`src/rtl/alu_seq_pkg.sv`:
```
// Shared definitions for the ALU micro-sequencer: command/ALUK/state encodings,
// operand-select codes and per-command step counts.
package alu_seq_pkg;

  typedef enum logic [2:0] {
    CMD_ADD  = 3'b000,
    CMD_AND  = 3'b001,
    CMD_NOT  = 3'b010,
    CMD_PASS = 3'b011,
    CMD_SUB  = 3'b100,
    CMD_NEG  = 3'b101,
    CMD_MUL  = 3'b110,
    CMD_OR   = 3'b111
  } cmd_t;

  typedef enum logic [1:0] {
    ALUK_ADD  = 2'b00,
    ALUK_AND  = 2'b01,
    ALUK_NOT  = 2'b10,
    ALUK_PASS = 2'b11
  } aluk_t;

  typedef enum logic [1:0] {
    ST_IDLE = 2'b00,
    ST_EXEC = 2'b01,
    ST_DONE = 2'b10
  } state_t;

  typedef enum logic [1:0] {
    OPA_A = 2'b00,
    OPA_B = 2'b01,
    OPA_T = 2'b10
  } opa_sel_t;

  typedef enum logic [2:0] {
    OPB_ZERO = 3'b000,
    OPB_A    = 3'b001,
    OPB_B    = 3'b010,
    OPB_T    = 3'b011,
    OPB_T2   = 3'b100,
    OPB_ONE  = 3'b101
  } opb_sel_t;

  typedef enum logic {
    DST_T  = 1'b0,
    DST_T2 = 1'b1
  } dst_t;

  localparam int unsigned STEPS_BASIC = 1;
  localparam int unsigned STEPS_NEG   = 2;
  localparam int unsigned STEPS_SUB   = 3;
  localparam int unsigned STEPS_OR    = 4;

  function automatic int unsigned steps_for(cmd_t c, int unsigned width);
    case (c)
      CMD_NEG: return STEPS_NEG;
      CMD_SUB: return STEPS_SUB;
      CMD_OR:  return STEPS_OR;
      CMD_MUL: return 2 * width;
      default: return STEPS_BASIC;
    endcase
  endfunction

endpackage

```
`src/rtl/alu_step_rom.sv`:
```
// Combinational step table: (cmd, step, multiplier bit) -> ALU operand selects,
// function, destination temp and last-step flag.
module alu_step_rom
  import alu_seq_pkg::*;
#(
  parameter int unsigned WIDTH = 16,
  parameter int unsigned CNT_W = 6
) (
  input  cmd_t             cmd,
  input  logic [CNT_W-1:0] step,
  input  logic             bbit,
  output opa_sel_t         opa_sel,
  output opb_sel_t         opb_sel,
  output aluk_t            aluk,
  output dst_t             dst,
  output logic             last
);

  always_comb begin
    opa_sel = OPA_A;
    opb_sel = OPB_ZERO;
    aluk    = ALUK_PASS;
    dst     = DST_T;
    last    = (step == CNT_W'(steps_for(cmd, WIDTH) - 1));
    case (cmd)
      CMD_NEG: begin
        if (step == '0) begin
          aluk = ALUK_NOT;
        end else begin
          opa_sel = OPA_T;
          opb_sel = OPB_ONE;
          aluk    = ALUK_ADD;
        end
      end
      CMD_SUB: begin
        if (step == '0) begin
          opa_sel = OPA_B;
          aluk    = ALUK_NOT;
        end else if (step == CNT_W'(1)) begin
          opa_sel = OPA_T;
          opb_sel = OPB_ONE;
          aluk    = ALUK_ADD;
        end else begin
          opb_sel = OPB_T;
          aluk    = ALUK_ADD;
        end
      end
      // De Morgan: A|B = ~(~A & ~B), second inverse parked in T2
      CMD_OR: begin
        if (step == '0) begin
          aluk = ALUK_NOT;
        end else if (step == CNT_W'(1)) begin
          opa_sel = OPA_B;
          aluk    = ALUK_NOT;
          dst     = DST_T2;
        end else if (step == CNT_W'(2)) begin
          opa_sel = OPA_T;
          opb_sel = OPB_T2;
          aluk    = ALUK_AND;
        end else begin
          opa_sel = OPA_T;
          aluk    = ALUK_NOT;
        end
      end
      // Shift-and-add, MSB first: even steps double, odd steps conditionally add A
      CMD_MUL: begin
        opa_sel = OPA_T;
        if (!step[0]) begin
          opb_sel = OPB_T;
          aluk    = ALUK_ADD;
        end else if (bbit) begin
          opb_sel = OPB_A;
          aluk    = ALUK_ADD;
        end
      end
      default: begin
        opb_sel = OPB_B;
        aluk    = aluk_t'(cmd[1:0]);
      end
    endcase
  end

endmodule

```
`src/rtl/alu_microseq.sv`:
```
// Multi-cycle sequencer driving an external 4-function ALU to build SUB, NEG,
// OR and MUL, with valid/ready command and result handshakes.
module alu_microseq
  import alu_seq_pkg::*;
#(
  parameter int unsigned WIDTH = 16,
  parameter int unsigned CNT_W = 6
) (
  input  logic             clk,
  input  logic             reset,
  input  logic             req_valid,
  output logic             req_ready,
  input  logic [2:0]       req_cmd,
  input  logic [WIDTH-1:0] req_a,
  input  logic [WIDTH-1:0] req_b,
  output logic             res_valid,
  input  logic             res_ready,
  output logic [WIDTH-1:0] res_data,
  output logic [2:0]       res_nzp,
  output logic             busy,
  output logic [WIDTH-1:0] alu_opa,
  output logic [WIDTH-1:0] alu_opb,
  output logic [1:0]       alu_aluk,
  input  logic [WIDTH-1:0] alu_out
);

  state_t           state, next_state;
  cmd_t             cmd_q;
  logic [WIDTH-1:0] a_q, b_q, t_q, t2_q;
  logic [CNT_W-1:0] step_q;
  logic [CNT_W-2:0] bidx;
  logic             bbit;
  opa_sel_t         opa_sel;
  opb_sel_t         opb_sel;
  aluk_t            rom_aluk;
  dst_t             dst;
  logic             last;
  logic [WIDTH-1:0] opa_val, opb_val;

  function automatic logic [2:0] cc_of(logic [WIDTH-1:0] v);
    if (v[WIDTH-1]) return 3'b100;
    else if (v == '0) return 3'b010;
    else return 3'b001;
  endfunction

  // Each multiplier bit spans two steps, MSB first
  assign bidx = (CNT_W-1)'(WIDTH-1) - step_q[CNT_W-1:1];
  assign bbit = b_q[bidx];

  alu_step_rom #(.WIDTH(WIDTH), .CNT_W(CNT_W)) u_rom (
    .cmd     (cmd_q),
    .step    (step_q),
    .bbit    (bbit),
    .opa_sel (opa_sel),
    .opb_sel (opb_sel),
    .aluk    (rom_aluk),
    .dst     (dst),
    .last    (last)
  );

  always_ff @(posedge clk) begin
    if (reset) state <= ST_IDLE;
    else       state <= next_state;
  end

  always_comb begin
    next_state = state;
    case (state)
      ST_IDLE: if (req_valid) next_state = ST_EXEC;
      ST_EXEC: if (last)      next_state = ST_DONE;
      ST_DONE: if (res_ready) next_state = ST_IDLE;
      default: next_state = ST_IDLE;
    endcase
  end

  always_comb begin
    case (opa_sel)
      OPA_A:   opa_val = a_q;
      OPA_B:   opa_val = b_q;
      OPA_T:   opa_val = t_q;
      default: opa_val = '0;
    endcase
    case (opb_sel)
      OPB_A:   opb_val = a_q;
      OPB_B:   opb_val = b_q;
      OPB_T:   opb_val = t_q;
      OPB_T2:  opb_val = t2_q;
      OPB_ONE: opb_val = WIDTH'(1);
      default: opb_val = '0;
    endcase
  end

  always_comb begin
    req_ready = (state == ST_IDLE);
    res_valid = (state == ST_DONE);
    busy      = (state != ST_IDLE);
    alu_aluk  = ALUK_PASS;
    alu_opa   = '0;
    alu_opb   = '0;
    if (state == ST_EXEC) begin
      alu_aluk = rom_aluk;
      alu_opa  = opa_val;
      alu_opb  = opb_val;
    end
  end

  always_ff @(posedge clk) begin
    if (reset) begin
      a_q      <= '0;
      b_q      <= '0;
      cmd_q    <= CMD_ADD;
      t_q      <= '0;
      t2_q     <= '0;
      step_q   <= '0;
      res_data <= '0;
      res_nzp  <= '0;
    end else begin
      case (state)
        ST_IDLE: begin
          if (req_valid) begin
            a_q    <= req_a;
            b_q    <= req_b;
            cmd_q  <= cmd_t'(req_cmd);
            t_q    <= '0;
            t2_q   <= '0;
            step_q <= '0;
          end
        end
        ST_EXEC: begin
          step_q <= step_q + CNT_W'(1);
          if (dst == DST_T2) t2_q <= alu_out;
          else               t_q  <= alu_out;
          if (last) begin
            res_data <= alu_out;
            res_nzp  <= cc_of(alu_out);
          end
        end
        default: ;
      endcase
    end
  end

endmodule

```
`config.mk`:
```
export PLATFORM = sky130hd
export DESIGN_NAME = alu_microseq
export DESIGN_NICKNAME = d
export VERILOG_FILES = /design/src/rtl/alu_seq_pkg.sv /design/src/rtl/alu_step_rom.sv /design/src/rtl/alu_microseq.sv
export SDC_FILE = /design/constraint.sdc
export NUM_CORES = 1
export LEC_CHECK = 0
export ABC_AREA = 1
export CORE_UTILIZATION = 50
export DETAILED_ROUTE_END_ITERATION = 16
export PLACE_DENSITY = 0.91
export SYNTH_ARGS = -nofsm -noshare
export SYNTH_HDL_FRONTEND = slang
export SYNTH_SLANG_ARGS = --single-unit
```
`constraint.sdc`:
```
create_clock -name clk -period 2.68 [get_ports clk]
set_input_delay 0.402 -clock clk [delete_from_list [all_inputs] [get_ports clk]]
set_output_delay 0.402 -clock clk [all_outputs]
set_load 0.01 [all_outputs]
```
==> results of run 1 <==
[cell type report]
class,instances,area (um2)
tap,108,135.1
timing repair buffer,158,1404
timing repair inverter,1,8.758
fill,667,2466
clock inverter,7,81.33
inverter,47,196.4
clock buffer,9,123.9
multi-input combinational,489,2603
sequential,93,1873
[worst paths after layout]
path                    from           to  slack, ns  depth (start not counted)
setup / recovery   step_q[1]   alu_opb[2]       0.01                         11
hold / removal    res_nzp[0]   res_nzp[0]       0.47                          2
hold reg to reg   res_nzp[0]   res_nzp[0]       0.47                          2
setup reg to reg    cmd_q[2]  res_data[3]       0.14                         14
[power groups by stage]
stage	Clock, mW	Combinational (mW)	Sequential [mW]
6_report	0.968	1.73	1.86
5_1_grt	1.02	1.87	1.87
4_1_cts	0.966	1.61	1.84
3_5_place_dp	0	1.58	1.86
3_3_place_gp	0	1.53	1.86
2_1_floorplan	0	0.935	1.80
[cell families after synthesis]
logic type | synth area share
adder cells (fa/ha/maj) | 0.01607
flip-flops | 0.3986
XOR/XNOR | 0.007234
buffers and inverters | 0.08090
AND/OR/NAND/NOR | 0.2379
AO/OA/AOI/OAI | 0.2593
[state kept, by name (all words and copies together) (netlist names)]
| signal | cells |
|---|---|
| res_data | 15 |
| t_q | 16 |
| cmd_q | 3 |
| step_q | 6 |
| res_nzp | 3 |
| t2_q | 16 |
| state | 2 |
| b_q | 16 |
| a_q | 16 |
[critical path, stage by stage, from the launching register on]
cell	delay (ns)
sky130_fd_sc_hd__dfxtp_4	0.37
sky130_fd_sc_hd__inv_6	0.07
sky130_fd_sc_hd__ha_4	0.13
sky130_fd_sc_hd__nand3_1	0.10
sky130_fd_sc_hd__nand2_2	0.11
sky130_fd_sc_hd__buf_4	0.14
sky130_fd_sc_hd__nor2_2	0.08
sky130_fd_sc_hd__nor3_4	0.28
sky130_fd_sc_hd__buf_6	0.18
sky130_fd_sc_hd__nand4_1	0.10
sky130_fd_sc_hd__a21oi_1	0.19
sky130_fd_sc_hd__clkbuf_2	0.17
[metrics by stage]
stage	worst slack [ns]	hold WS [ns]
after floorplan	0.1874	0.4307
after global placement	-0.05409	0.4508
after detailed placement	-0.1766	0.4584
after CTS	-0.01002	0.4755
after global routing	-0.04335	0.4986
final	0.01160	0.4731
[routing by layer]
metal | vias up | part of all wire | track usage | routed length, um
met5 | - | 0 | 0 | 0
met4 | 0 | 0.054 | 0.1653 | 904
met3 | 96 | 0.092 | 0.05177 | 1550
met2 | 351 | 0.49 | 0.5585 | 8144
met1 | 2562 | 0.37 | 0.4100 | 6167
li1 | 2553 | - | - | -
[what timing repair did]
action,CTS,global route
cloned,3,1
endpoints found under the setup margin,34,51
pin swaps,4,15
gates resized for setup,111,70
hold buffers,0,0
setup buffers,2,3
[cell usage after synthesis]
cell,n,area (um2)
sky130_fd_sc_hd__a211oi_1,1,7.510
sky130_fd_sc_hd__nor2_1,71,266.5
sky130_fd_sc_hd__nor2_2,2,12.51
sky130_fd_sc_hd__nand2_2,1,6.260
sky130_fd_sc_hd__xor2_1,2,17.52
sky130_fd_sc_hd__a22oi_1,16,120.1
sky130_fd_sc_hd__inv_2,4,15.01
sky130_fd_sc_hd__or2_2,1,6.260
sky130_fd_sc_hd__ha_1,6,75.07
sky130_fd_sc_hd__nor3_1,5,25.02
sky130_fd_sc_hd__and3_1,1,6.260
sky130_fd_sc_hd__nand2_1,104,390.4
sky130_fd_sc_hd__nand3_4,1,17.52
sky130_fd_sc_hd__o211ai_1,1,7.510
sky130_fd_sc_hd__inv_1,40,150.1
sky130_fd_sc_hd__nor4_1,4,25.02
sky130_fd_sc_hd__xor2_2,1,16.27
sky130_fd_sc_hd__nand3_1,32,160.2
sky130_fd_sc_hd__o22ai_1,3,18.77
sky130_fd_sc_hd__a21oi_1,113,565.5
sky130_fd_sc_hd__nor3_4,1,16.27
sky130_fd_sc_hd__dfxtp_1,93,1862
sky130_fd_sc_hd__o21ai_0,94,470.5
sky130_fd_sc_hd__buf_6,1,11.26
sky130_fd_sc_hd__buf_4,3,22.52
sky130_fd_sc_hd__nand3_2,1,10.01
sky130_fd_sc_hd__clkbuf_1,25,93.84
sky130_fd_sc_hd__nor2_4,3,33.78
sky130_fd_sc_hd__o21a_1,1,7.510
sky130_fd_sc_hd__buf_1,2,7.510
sky130_fd_sc_hd__o21ai_1,1,5.000
sky130_fd_sc_hd__a21oi_2,1,8.760
sky130_fd_sc_hd__clkinv_2,1,5.000
sky130_fd_sc_hd__nor3_2,1,10.01
sky130_fd_sc_hd__clkinv_1,2,7.510
sky130_fd_sc_hd__buf_2,13,65.06
sky130_fd_sc_hd__nand4_1,20,125.1
==> impl_metrics.sql, run 1 <==
INSERT INTO impl_metrics (metric_group, metric, value, unit) VALUES
('clock_tree', 'clk_root_buffer_cell', 'sky130_fd_sc_hd__clkbuf_8', ''),
('pwr', 'clock_power_share', '0.212', ''),
('clock_tree', 'clock_tree.buffer_depth', '2', ''),
('cells_and_area', 'share_of_layout_cells_above_drive_strength_1', '0.1903', ''),
('timing', 'min_period', '2.668', 'ns'),
('die', 'full_die_area', '0.009732', 'mm2'),
('synth', 'syn_inst', '672', ''),
('cells_and_area', 'layout-area-overhead-vs-synth', '37.56', '%'),
('cells_and_area', 'layout_commonest_cell', 'sky130_fd_sc_hd__a21oi_1', ''),
('detailed_routing', 'drt_pre_antenna_iters', '8', ''),
('pwr', 'powerDensity', '709.9', 'mW/mm2'),
('detailed_routing', 'drt-initial-drc-count', '639', ''),
('pwr', 'p_seq_frac', '0.409', ''),
('worst_setup_path', 'critPathRequiredTime', '2.28', 'ns'),
('timing', 'setup_viol_count_final', '0', ''),
('grt', 'grt_start_max_net_pins', '73', ''),
('grt', 'vias_in_the_first_global_route', '5284', ''),
('timing', 'fin_crit_sh', '0.9957', ''),
('synth', 'synth_nets', '733', ''),
('die', 'fp.dieW', '98.65', 'um'),
('clock_tree', 'worst_skew_pair_later_pin_latency', '0.37', 'ns'),
('worst_setup_path', 'end_kind', 'output pin', ''),
('worst_setup_path', 'critical_path_class', 'reg -> out', ''),
('detailed_routing', 'total_number_of_vias', '5562', ''),
('synth', 'synth_sequential_area_ratio', '0.3986', ''),
('cells_and_area', 'layout_common_cells', '101 x sky130_fd_sc_hd__a21oi_1, 97 x sky130_fd_sc_hd__nand2_1, 94 x sky130_fd_sc_hd__o21ai_0, 88 x sky130_fd_sc_hd__dfxtp_1, 76 x sky130_fd_sc_hd__clkdlybuf4s50_1', ''),
('timing', 'worst_clock_skew', '0.01970', 'ns'),
('detailed_routing', 'post-route-drc-count', '0', ''),
('worst_setup_path', 'worstPathArrival', '2.27', 'ns'),
('timing', 'hold_viol', '0', ''),
('pwr', 'power_internal', '2.686', 'mW'),
('synth', 'ys_types', '37', ''),
('worst_setup_path', 'worst_setup_path_start_kind', 'register', ''),
('cells_and_area', 'layout.cells.non_filler', '912', ''),
('synth', 'syn_area_per_cell', '6.950', 'um2'),
('placed_design', 'placed_cells', '888', ''),
('cells_and_area', 'final_design_area_no_fill', '0.006425', 'mm2'),
('cells_and_area', 'final_util', '0.7226', ''),
('grt', 'grt_antenna_before_repair', '0', ''),
('die', 'io_pins', '111', ''),
('clock_tree', 'tritoncts.num_buffers', '9', ''),
('placed_design', 'placed_area', '0.006060', 'mm2'),
('timing', 'finalSetupTns', '0', 'ns'),
('timing', 'fmax', '374.8', 'MHz'),
('clock_tree', 'count_of_h_tree_levels_built_during_cts', '3', ''),
('grt', 'gr-usage-all-layers', '0.3301', ''),
('clock_tree', 'tritoncts_num_sinks', '93', ''),
('run', 'maxCapViolations', '0', ''),
('pwr', 'sw_frac_of_total', '0.4111', ''),
('pwr', 'max-vdd-ir-drop', '462.0', 'uV'),
('placed_design', 'dp.final_hpwl', '11360', 'um'),
('detailed_routing', 'wire_per_inst', '18.38', 'um'),
('placed_design', 'portBuffers', '110', ''),
('clock_tree', 'tritoncts', 'done', ''),
('detailed_routing', 'number_of_vias_per_cell_after_detailed_routing', '6.099', ''),
('cells_and_area', 'final_nets', '860', ''),
('die', 'fp-row-count', '34', ''),
('timing', 'tightestPinTransition', '0.6846', 'ns'),
('synth', 'ys_seq_elements', '93', ''),
('grt', 'grt_first_pass_wirelength', '25540', 'um'),
('pwr', 'total_switching_power', '1.875', 'mW'),
('pwr', 'report.power.total', '4.561', 'mW'),
('cells_and_area', 'antenna_cells_inserted', '0', ''),
('die', 'initial_utilization', '0.5253', ''),
('timing', 'maxSlewHeadroom', '0.5431', ''),
('status', 'run_status', 'finished clean', ''),
('timing', 'rsz0062_at_grt', 'yes', ''),
('worst_setup_path', 'critPathMaxFanout', '8', ''),
('timing', 'timing_max_transition_violations_final', '0', ''),
('synth', 'synth.cell_area', '0.004671', 'mm2'),
('pwr', 'power.static_leakage', '2.507', 'nW'),
('detailed_routing', 'detail_route.wirelength', '16770', 'um'),
('synth', 'yosys_warnings', '0', ''),
('grt', 'grt.overflow.total', '0', ''),
('clock_tree', 'clkTransAtPathRegs', '0.11', 'ns'),
('worst_hold_path', 'worst_hold_path_type', 'reg -> reg', ''),
('die', 'core-area', '0.008891', 'mm2'),
('pwr', 'comb_power_share', '0.379', ''),
('detailed_routing', 'final_antenna_net_count', '0', ''),
('die', 'die_height', '98.65', 'um'),
('placed_design', 'globalplace.congestion', '0.9583', '');
(Power assumes the default switching activity.)
==> run 2, diff against run 1 <==
CELL_PAD_IN_SITES_DETAIL_PLACEMENT = 0   (was default)
CELL_PAD_IN_SITES_GLOBAL_PLACEMENT = 1   (was default)
CORE_UTILIZATION = 35   (was 50)
RECOVER_POWER = 100   (was default)
==> run 2 against run 1 <==
Compared with the run above: the run now ends with negative setup slack left; global-route usage shrank 9.9 points; sequential power barely moved; non-clock buffer count is 6 higher; clock skew decreased by 0.0090 ns; final area up 3.7%; flip-flop and latch count is the same; total power rose by 7.2%; clock-buffer cell count rose by 1; core utilization fell by 20 points; maximum frequency is 0.45% lower; worst setup slack got worse by 0.012 ns; critical endpoint is now alu_opb[0]; highest routed layer unchanged.
==> impl_metrics.sql, run 2 (synthesis results as in run 1) <==
INSERT INTO impl_metrics (metric_group, metric, value, unit) VALUES
('status', 'run_status', 'complete, but fails checks', ''),
('status', 'violations', 'negative setup slack', ''),
('placed_design', 'placed_area', '0.006182', 'mm2'),
('timing', 'min_period', '2.680', 'ns'),
('grt', 'grt_antenna_before_repair', '0', ''),
('cells_and_area', 'final_design_area_no_fill', '0.006660', 'mm2'),
('worst_setup_path', 'crit_top_cell', 'sky130_fd_sc_hd__nor3_1', ''),
('timing', 'tightestPinTransition', '1.107', 'ns'),
('detailed_routing', 'post-route-drc-count', '0', ''),
('placed_design', 'dp.final_hpwl', '11800', 'um'),
('cells_and_area', 'final_nets', '865', ''),
('detailed_routing', 'number_of_vias_per_cell_after_detailed_routing', '5.381', ''),
('worst_setup_path', 'critPathRequiredTime', '2.28', 'ns'),
('die', 'fp.dieW', '117.5', 'um'),
('die', 'io_pins', '111', ''),
('clock_tree', 'count_of_h_tree_levels_built_during_cts', '3', ''),
('clock_tree', 'clock_tree.buffer_depth', '2', ''),
('worst_setup_path', 'cp_num_buf_inv', '3', ''),
('worst_setup_path', 'crit_path_end', 'alu_opb[0]', ''),
('worst_setup_path', 'critPathMaxFanout', '5', ''),
('worst_setup_path', 'reg2regPathDepth', '15', ''),
('grt', 'gr-usage-all-layers', '0.2316', ''),
('die', 'core-area', '0.01282', 'mm2'),
('clock_tree', 'tritoncts', 'done', ''),
('grt', 'grt.overflow.total', '0', ''),
('detailed_routing', 'final_antenna_net_count', '0', ''),
('placed_design', 'globalplace.congestion', '0.9658', ''),
('timing', 'rsz0062_at_grt', 'yes', ''),
('die', 'full_die_area', '0.01381', 'mm2'),
('cells_and_area', 'layout_commonest_cell', 'sky130_fd_sc_hd__a21oi_1', ''),
('cells_and_area', 'antenna_cells_inserted', '0', ''),
('cells_and_area', 'layout_common_cells', '105 x sky130_fd_sc_hd__a21oi_1, 100 x sky130_fd_sc_hd__nand2_1, 94 x sky130_fd_sc_hd__o21ai_0, 90 x sky130_fd_sc_hd__dfxtp_1, 68 x sky130_fd_sc_hd__nor2_1', ''),
('grt', 'grt_first_pass_wirelength', '25430', 'um'),
('worst_setup_path', 'critical_path.slowest_cell', 'sky130_fd_sc_hd__dfxtp_2', ''),
('pwr', 'powerDensity', '734.0', 'mW/mm2'),
('detailed_routing', 'drt-initial-drc-count', '387', ''),
('placed_design', 'portBuffers', '110', ''),
('worst_setup_path', 'crit_chain', 'inv_4 -> ha_4 -> nand3_4 -> nand2_2 -> or2_4 -> buf_6 -> nor3_1 -> nor3_1 -> a21oi_1 -> buf_2', ''),
('detailed_routing', 'total_number_of_vias', '5279', ''),
('cells_and_area', 'final_util', '0.5193', ''),
('detailed_routing', 'drt_pre_antenna_iters', '5', ''),
('timing', 'timing_max_transition_violations_final', '0', ''),
('worst_setup_path', 'worst_setup_path_start_kind', 'register', ''),
('worst_setup_path', 'launch_point_of_the_critical_path', 'step_q[1]', ''),
('detailed_routing', 'wire_per_inst', '16.79', 'um'),
('worst_setup_path', 'timing.critical_path.max_delay_family', 'simple AND/OR/NAND/NOR gates', ''),
('pwr', 'max-vdd-ir-drop', '401.4', 'uV'),
('timing', 'setup_viol_count_final', '1', ''),
('cells_and_area', 'share_of_layout_cells_above_drive_strength_1', '0.1978', ''),
('timing', 'hold_viol', '0', ''),
('worst_setup_path', 'worstPathArrival', '2.28', 'ns'),
('die', 'fp-row-count', '41', ''),
('worst_setup_path', 'critical_path_class', 'reg -> out', ''),
('placed_design', 'placed_cells', '956', ''),
('worst_setup_path', 'slowest_delay', '0.37', 'ns'),
('worst_setup_path', 'timing.reg2reg.setup_slack', '0.20', 'ns'),
('timing', 'maxSlewHeadroom', '0.2623', ''),
('clock_tree', 'ctsHoldBuffers', '0', ''),
('grt', 'vias_in_the_first_global_route', '5011', ''),
('worst_setup_path', 'timing.critical_path.depth', '10', ''),
('cells_and_area', 'layout.cells.non_filler', '981', ''),
('clock_tree', 'clkTransAtPathRegs', '0.07', 'ns'),
('detailed_routing', 'detail_route.wirelength', '16470', 'um'),
('worst_hold_path', 'worstHoldPathCells', '2', ''),
('cells_and_area', 'layout-area-overhead-vs-synth', '42.59', '%'),
('worst_setup_path', 'r2r_start', 'cmd_q[2]', ''),
('timing', 'worst_clock_skew', '0.01066', 'ns'),
('grt', 'grt_start_max_net_pins', '73', ''),
('worst_setup_path', 'end_kind', 'output pin', ''),
('worst_hold_path', 'worst_hold_path_type', 'reg -> reg', ''),
('timing', 'fmax', '373.1', 'MHz'),
('clock_tree', 'tritoncts.num_buffers', '9', ''),
('die', 'initial_utilization', '0.3642', ''),
('run', 'maxCapViolations', '0', ''),
('timing', 'fin_crit_sh', '1.000', ''),
('die', 'die_height', '117.5', 'um'),
('pwr', 'power.static_leakage', '2.668', 'nW'),
('clock_tree', 'worst_skew_pair_later_pin_latency', '0.35', 'ns'),
('clock_tree', 'tritoncts_num_sinks', '93', ''),
('worst_setup_path', 'crit-reg2reg-capture', 'res_data[4]', ''),
('clock_tree', 'clk_root_buffer_cell', 'sky130_fd_sc_hd__clkbuf_16', ''),
('timing', 'setup_ws', '-0.0004576', 'ns');
-- run 2: cell types whose count changed in the layout (fill, tap and decap cells not counted), moves of 8 or more --
cell and change:
sky130_fd_sc_hd__clkbuf_8 -8, sky130_fd_sc_hd__a22oi_1 -10, sky130_fd_sc_hd__clkbuf_16 +11, sky130_fd_sc_hd__a22oi_2 +10, sky130_fd_sc_hd__clkdlybuf4s50_1 -23, sky130_fd_sc_hd__dlygate4sd3_1 +23
-- run 2: how the worst min path moves through the flow --
stage / from / end / slack (ns)
floorplan: t2_q[0] / t2_q[0] / 0.43
global placement: res_data[8] / res_data[8] / 0.46
detailed placement: res_data[8] / res_data[8] / 0.45
CTS: res_data[2] / res_data[2] / 0.46
global route: res_data[8] / res_data[8] / 0.48
finish: res_data[2] / res_data[2] / 0.46
-- run 2: metrics by stage --
stage               setup TNS (ns)  setup WS [ns]  hold WS (ns)  total power, mW
global route                -1.021       -0.09622        0.4799            5.146
CTS                        -0.2960       -0.04029        0.4646            4.793
detailed placement          -2.507        -0.1037        0.4543            3.464
floorplan                        0         0.1874        0.4307            2.737
global placement           -0.6901       -0.05671        0.4552            3.435
finish                  -0.0004576     -0.0004576        0.4576            4.889
-- run 2: power breakdown --
part	switching [mW]	internal (mW)
sequential	0.227	1.64
clock	0.574	0.756
combinational	1.02	0.675
-- run 2: worst min-delay path, delay by kind of cell (launching register included) --
kind / cells / cell delay (ns)
DFF: 1 / 0.30
and+or+nand+nor: 1 / 0.06
AOI/OAI and AO/OA: 1 / 0.05
-- run 2: area by class of cell --
class / count / area [um2]
repair inverters: 1 / 6.256
clock buffers: 10 / 239.0
repair buffers: 164 / 1450
clock inverters: 6 / 66.31
flip-flops and latches: 93 / 1868
inverters: 47 / 198.9
well taps: 172 / 215.2
multi-input cells: 488 / 2616
fillers: 1278 / 6165
-- run 2: repair_timing --
item / 4_1_cts / 5_1_grt
pin swaps: 10 / 21
gates cloned: 1 / 3
endpoints found under the setup margin: 34 / 53
resized for setup: 109 / 83
setup buffers: 2 / 4
-- run 2: routing by layer --
metal / GRT usage / vias to the layer above / share of wire
li1: - / 2556 / -
met1: 0.2766 / 2484 / 0.40
met2: 0.4035 / 205 / 0.50
met3: 0.04748 / 34 / 0.070
met4: 0.09455 / 0 / 0.033
met5: 0 / - / 0
==> run 3, diff against run 2 <==
CTS_CLUSTER_DIAMETER = 40   (was default)
REMOVE_ABC_BUFFERS = 1   (was default)
clock period = 2.7 ns   (was 2.68 ns; I/O delays follow)
==> run 3 against run 2 <==
Compared with the run above: the flow now finishes without violations; core utilization rose by 1.3 points; critical endpoint is now alu_opb[13]; routed wire length rose by 4.2%; largest cell class unchanged; worst hold slack gained 0.0072 ns; highest routed layer unchanged; worst setup slack improved by 0.036 ns; sequential power fell by 3%.
==> impl_metrics.sql, run 3 (synthesis results as in run 1) <==
INSERT INTO impl_metrics (metric_group, metric, value, unit) VALUES
('clock_tree', 'tritoncts_num_sinks', '93', ''),
('timing', 'maxSlewHeadroom', '0.1759', ''),
('pwr', 'powerDensity', '737.5', 'mW/mm2'),
('status', 'run_status', 'finished clean', ''),
('cells_and_area', 'multiInputGateArea', '0.002643', 'mm2'),
('timing', 'finalSetupTns', '0', 'ns'),
('worst_setup_path', 'timing.reg2reg.setup_slack', '0.19', 'ns'),
('worst_setup_path', 'end_kind', 'output pin', ''),
('die', 'io_pins', '111', ''),
('worst_setup_path', 'r2r_start', 'cmd_q[2]', ''),
('pwr', 'max-vdd-ir-drop', '375.7', 'uV'),
('worst_setup_path', 'critical_path_class', 'reg -> out', ''),
('die', 'fp-row-count', '41', ''),
('die', 'initial_utilization', '0.3642', ''),
('pwr', 'power_internal', '3.217', 'mW'),
('cells_and_area', 'antenna_cells_inserted', '0', ''),
('clock_tree', 'tritoncts.num_buffers', '9', ''),
('timing', 'fmax', '375.3', 'MHz'),
('placed_design', 'portBuffers', '110', ''),
('grt', 'grt_first_pass_wirelength', '27470', 'um'),
('detailed_routing', 'wire_per_inst', '17.37', 'um'),
('detailed_routing', 'drt_pre_antenna_iters', '5', ''),
('pwr', 'sw_frac_of_total', '0.3615', ''),
('placed_design', 'dp.final_hpwl', '11990', 'um'),
('worst_setup_path', 'crit-reg2reg-capture', 'res_data[12]', ''),
('cells_and_area', 'nFillCells', '1292', ''),
('die', 'fp.dieW', '117.5', 'um'),
('cells_and_area', 'final_nets', '872', ''),
('detailed_routing', 'final_antenna_net_count', '0', ''),
('cells_and_area', 'layout_commonest_cell', 'sky130_fd_sc_hd__a21oi_1', ''),
('timing', 'setup_viol_count_final', '0', ''),
('worst_setup_path', 'critPathRequiredTime', '2.30', 'ns'),
('pwr', 'clock_power_share', '0.295', ''),
('timing', 'rsz0062_at_grt', 'yes', ''),
('grt', 'grt_start_max_net_pins', '73', ''),
('placed_design', 'globalplace.congestion', '0.9076', ''),
('pwr', 'total_switching_power', '1.821', 'mW'),
('pwr', 'comb_power_share', '0.345', ''),
('timing', 'tightestPinTransition', '1.236', 'ns'),
('worst_setup_path', 'worst_setup_path_start_kind', 'register', ''),
('clock_tree', 'worst_skew_pair_later_pin_latency', '0.35', 'ns'),
('timing', 'worst_clock_skew', '0.007654', 'ns'),
('grt', 'grt.overflow.total', '0', ''),
('clock_tree', 'clk_root_buffer_cell', 'sky130_fd_sc_hd__clkbuf_16', ''),
('pwr', 'power.static_leakage', '2.738', 'nW'),
('timing', 'hold_viol', '0', ''),
('cells_and_area', 'area.sequential', '0.001878', 'mm2'),
('detailed_routing', 'number_of_vias_per_cell_after_detailed_routing', '5.362', ''),
('clock_tree', 'clkTransAtPathRegs', '0.07', 'ns'),
('die', 'die_height', '117.5', 'um'),
('cells_and_area', 'layout_common_cells', '102 x sky130_fd_sc_hd__a21oi_1, 100 x sky130_fd_sc_hd__nand2_1, 94 x sky130_fd_sc_hd__o21ai_0, 86 x sky130_fd_sc_hd__dfxtp_1, 66 x sky130_fd_sc_hd__nor2_1', ''),
('worst_setup_path', 'critPathMaxFanout', '6', ''),
('clock_tree', 'clock_tree.buffer_depth', '2', ''),
('grt', 'grt_antenna_before_repair', '0', ''),
('die', 'full_die_area', '0.01381', 'mm2'),
('worst_setup_path', 'worstPathArrival', '2.26', 'ns'),
('detailed_routing', 'total_number_of_vias', '5298', ''),
('detailed_routing', 'post-route-drc-count', '0', ''),
('cells_and_area', 'final_util', '0.5327', ''),
('clock_tree', 'ctsHoldBuffers', '0', ''),
('worst_hold_path', 'hold_path_startpoint', 'res_data[10]', ''),
('die', 'core-area', '0.01282', 'mm2'),
('clock_tree', 'tritoncts', 'done', ''),
('timing', 'hold-worst-slack', '0.4648', 'ns'),
('timing', 'fin_crit_sh', '0.9870', ''),
('detailed_routing', 'drt-initial-drc-count', '405', ''),
('worst_hold_path', 'worstHoldEndpoint', 'res_data[10]', ''),
('worst_setup_path', 'reg2regPathDepth', '15', ''),
('pwr', 'p_seq_frac', '0.360', ''),
('worst_hold_path', 'worstHoldPathCells', '2', ''),
('run', 'maxCapViolations', '0', ''),
('clock_tree', 'count_of_h_tree_levels_built_during_cts', '3', ''),
('pwr', 'report.power.total', '5.039', 'mW'),
('detailed_routing', 'detail_route.wirelength', '17160', 'um'),
('grt', 'vias_in_the_first_global_route', '5204', ''),
('worst_hold_path', 'worst_hold_path_type', 'reg -> reg', ''),
('cells_and_area', 'share_of_layout_cells_above_drive_strength_1', '0.2132', ''),
('timing', 'min_period', '2.665', 'ns'),
('grt', 'gr-usage-all-layers', '0.2499', ''),
('cells_and_area', 'layout-area-overhead-vs-synth', '46.26', '%'),
('timing', 'timing_max_transition_violations_final', '0', '');
## run 3: changes by cell type in the layout (fill, tap and decap cells not counted), moves of 3 or more
| cell | change |
|---|---|
| sky130_fd_sc_hd__buf_6 | +4 |
| sky130_fd_sc_hd__clkbuf_2 | +4 |
| sky130_fd_sc_hd__dfxtp_1 | -4 |
| sky130_fd_sc_hd__a21oi_1 | -3 |
| sky130_fd_sc_hd__a22oi_1 | +3 |
| sky130_fd_sc_hd__a22oi_2 | -3 |
| sky130_fd_sc_hd__nor2_2 | +3 |
## run 3: final cells by class
class / count / share of cell area
Clock buffer: 9 / 0.03297
Clock inverter: 7 / 0.01777
Inverter: 47 / 0.02985
Multi-Input combinational cell: 488 / 0.3868
Sequential cell: 93 / 0.2749
Tap cell: 172 / 0.03150
Timing Repair Buffer: 172 / 0.2262
## run 3: how the worst max path moves through the flow
stage,start,to,slack (ns)
2_1_floorplan,state[0],alu_aluk[0],-0.23
3_3_place_gp,step_q[5],alu_opa[9],-0.13
3_5_place_dp,step_q[5],alu_opa[9],-0.14
4_1_cts,step_q[0],alu_opa[6],-0.03
5_1_grt,step_q[1],alu_opa[10],-0.05
6_report,step_q[0],alu_opb[13],0.04
## run 3: routing by layer
layer	up-vias	GRT usage	share of wire
met3	26	0.04554	0.069
met1	2469	0.3347	0.43
met2	225	0.4035	0.48
met5	-	0	0
li1	2578	-	-
met4	0	0.08413	0.016
## run 3: timing repair
item | in CTS | in global routing
setup buffers | 4 | 3
pin swaps | 6 | 22
gates resized for setup | 121 | 95
cloned | 2 | 0
endpoints found under the setup margin | 34 | 52
## run 3: power groups by stage
stage	sequential, mW	combinational, mW	clock [mW]
CTS	1.80	1.64	1.49
detailed placement	1.82	1.64	0
finish	1.81	1.74	1.49
floorplan	1.80	0.838	0
global route	1.84	1.91	1.55
global placement	1.81	1.62	0
## run 3: worst max-delay path, stage by stage, from the launching register on
cell,delay [ns]
sky130_fd_sc_hd__dfxtp_4,0.37
sky130_fd_sc_hd__inv_4,0.07
sky130_fd_sc_hd__ha_4,0.14
sky130_fd_sc_hd__nand3_4,0.09
sky130_fd_sc_hd__nand2_4,0.08
sky130_fd_sc_hd__buf_4,0.11
sky130_fd_sc_hd__nor2_4,0.04
sky130_fd_sc_hd__buf_6,0.13
sky130_fd_sc_hd__nor3_4,0.26
sky130_fd_sc_hd__buf_6,0.18
sky130_fd_sc_hd__nand4_1,0.10
sky130_fd_sc_hd__a21oi_1,0.18
sky130_fd_sc_hd__buf_2,0.16
## run 3: through the flow
stage | area (um2) | setup slack (ns) | instances
2_1_floorplan | 4471 | -0.2306 | 628
5_1_grt | 6832 | -0.04913 | 988
4_1_cts | 6640 | -0.02793 | 986
3_5_place_dp | 6230 | -0.1380 | 964
6_report | 6832 | 0.03522 | 988
3_3_place_gp | 6230 | -0.1339 | 964
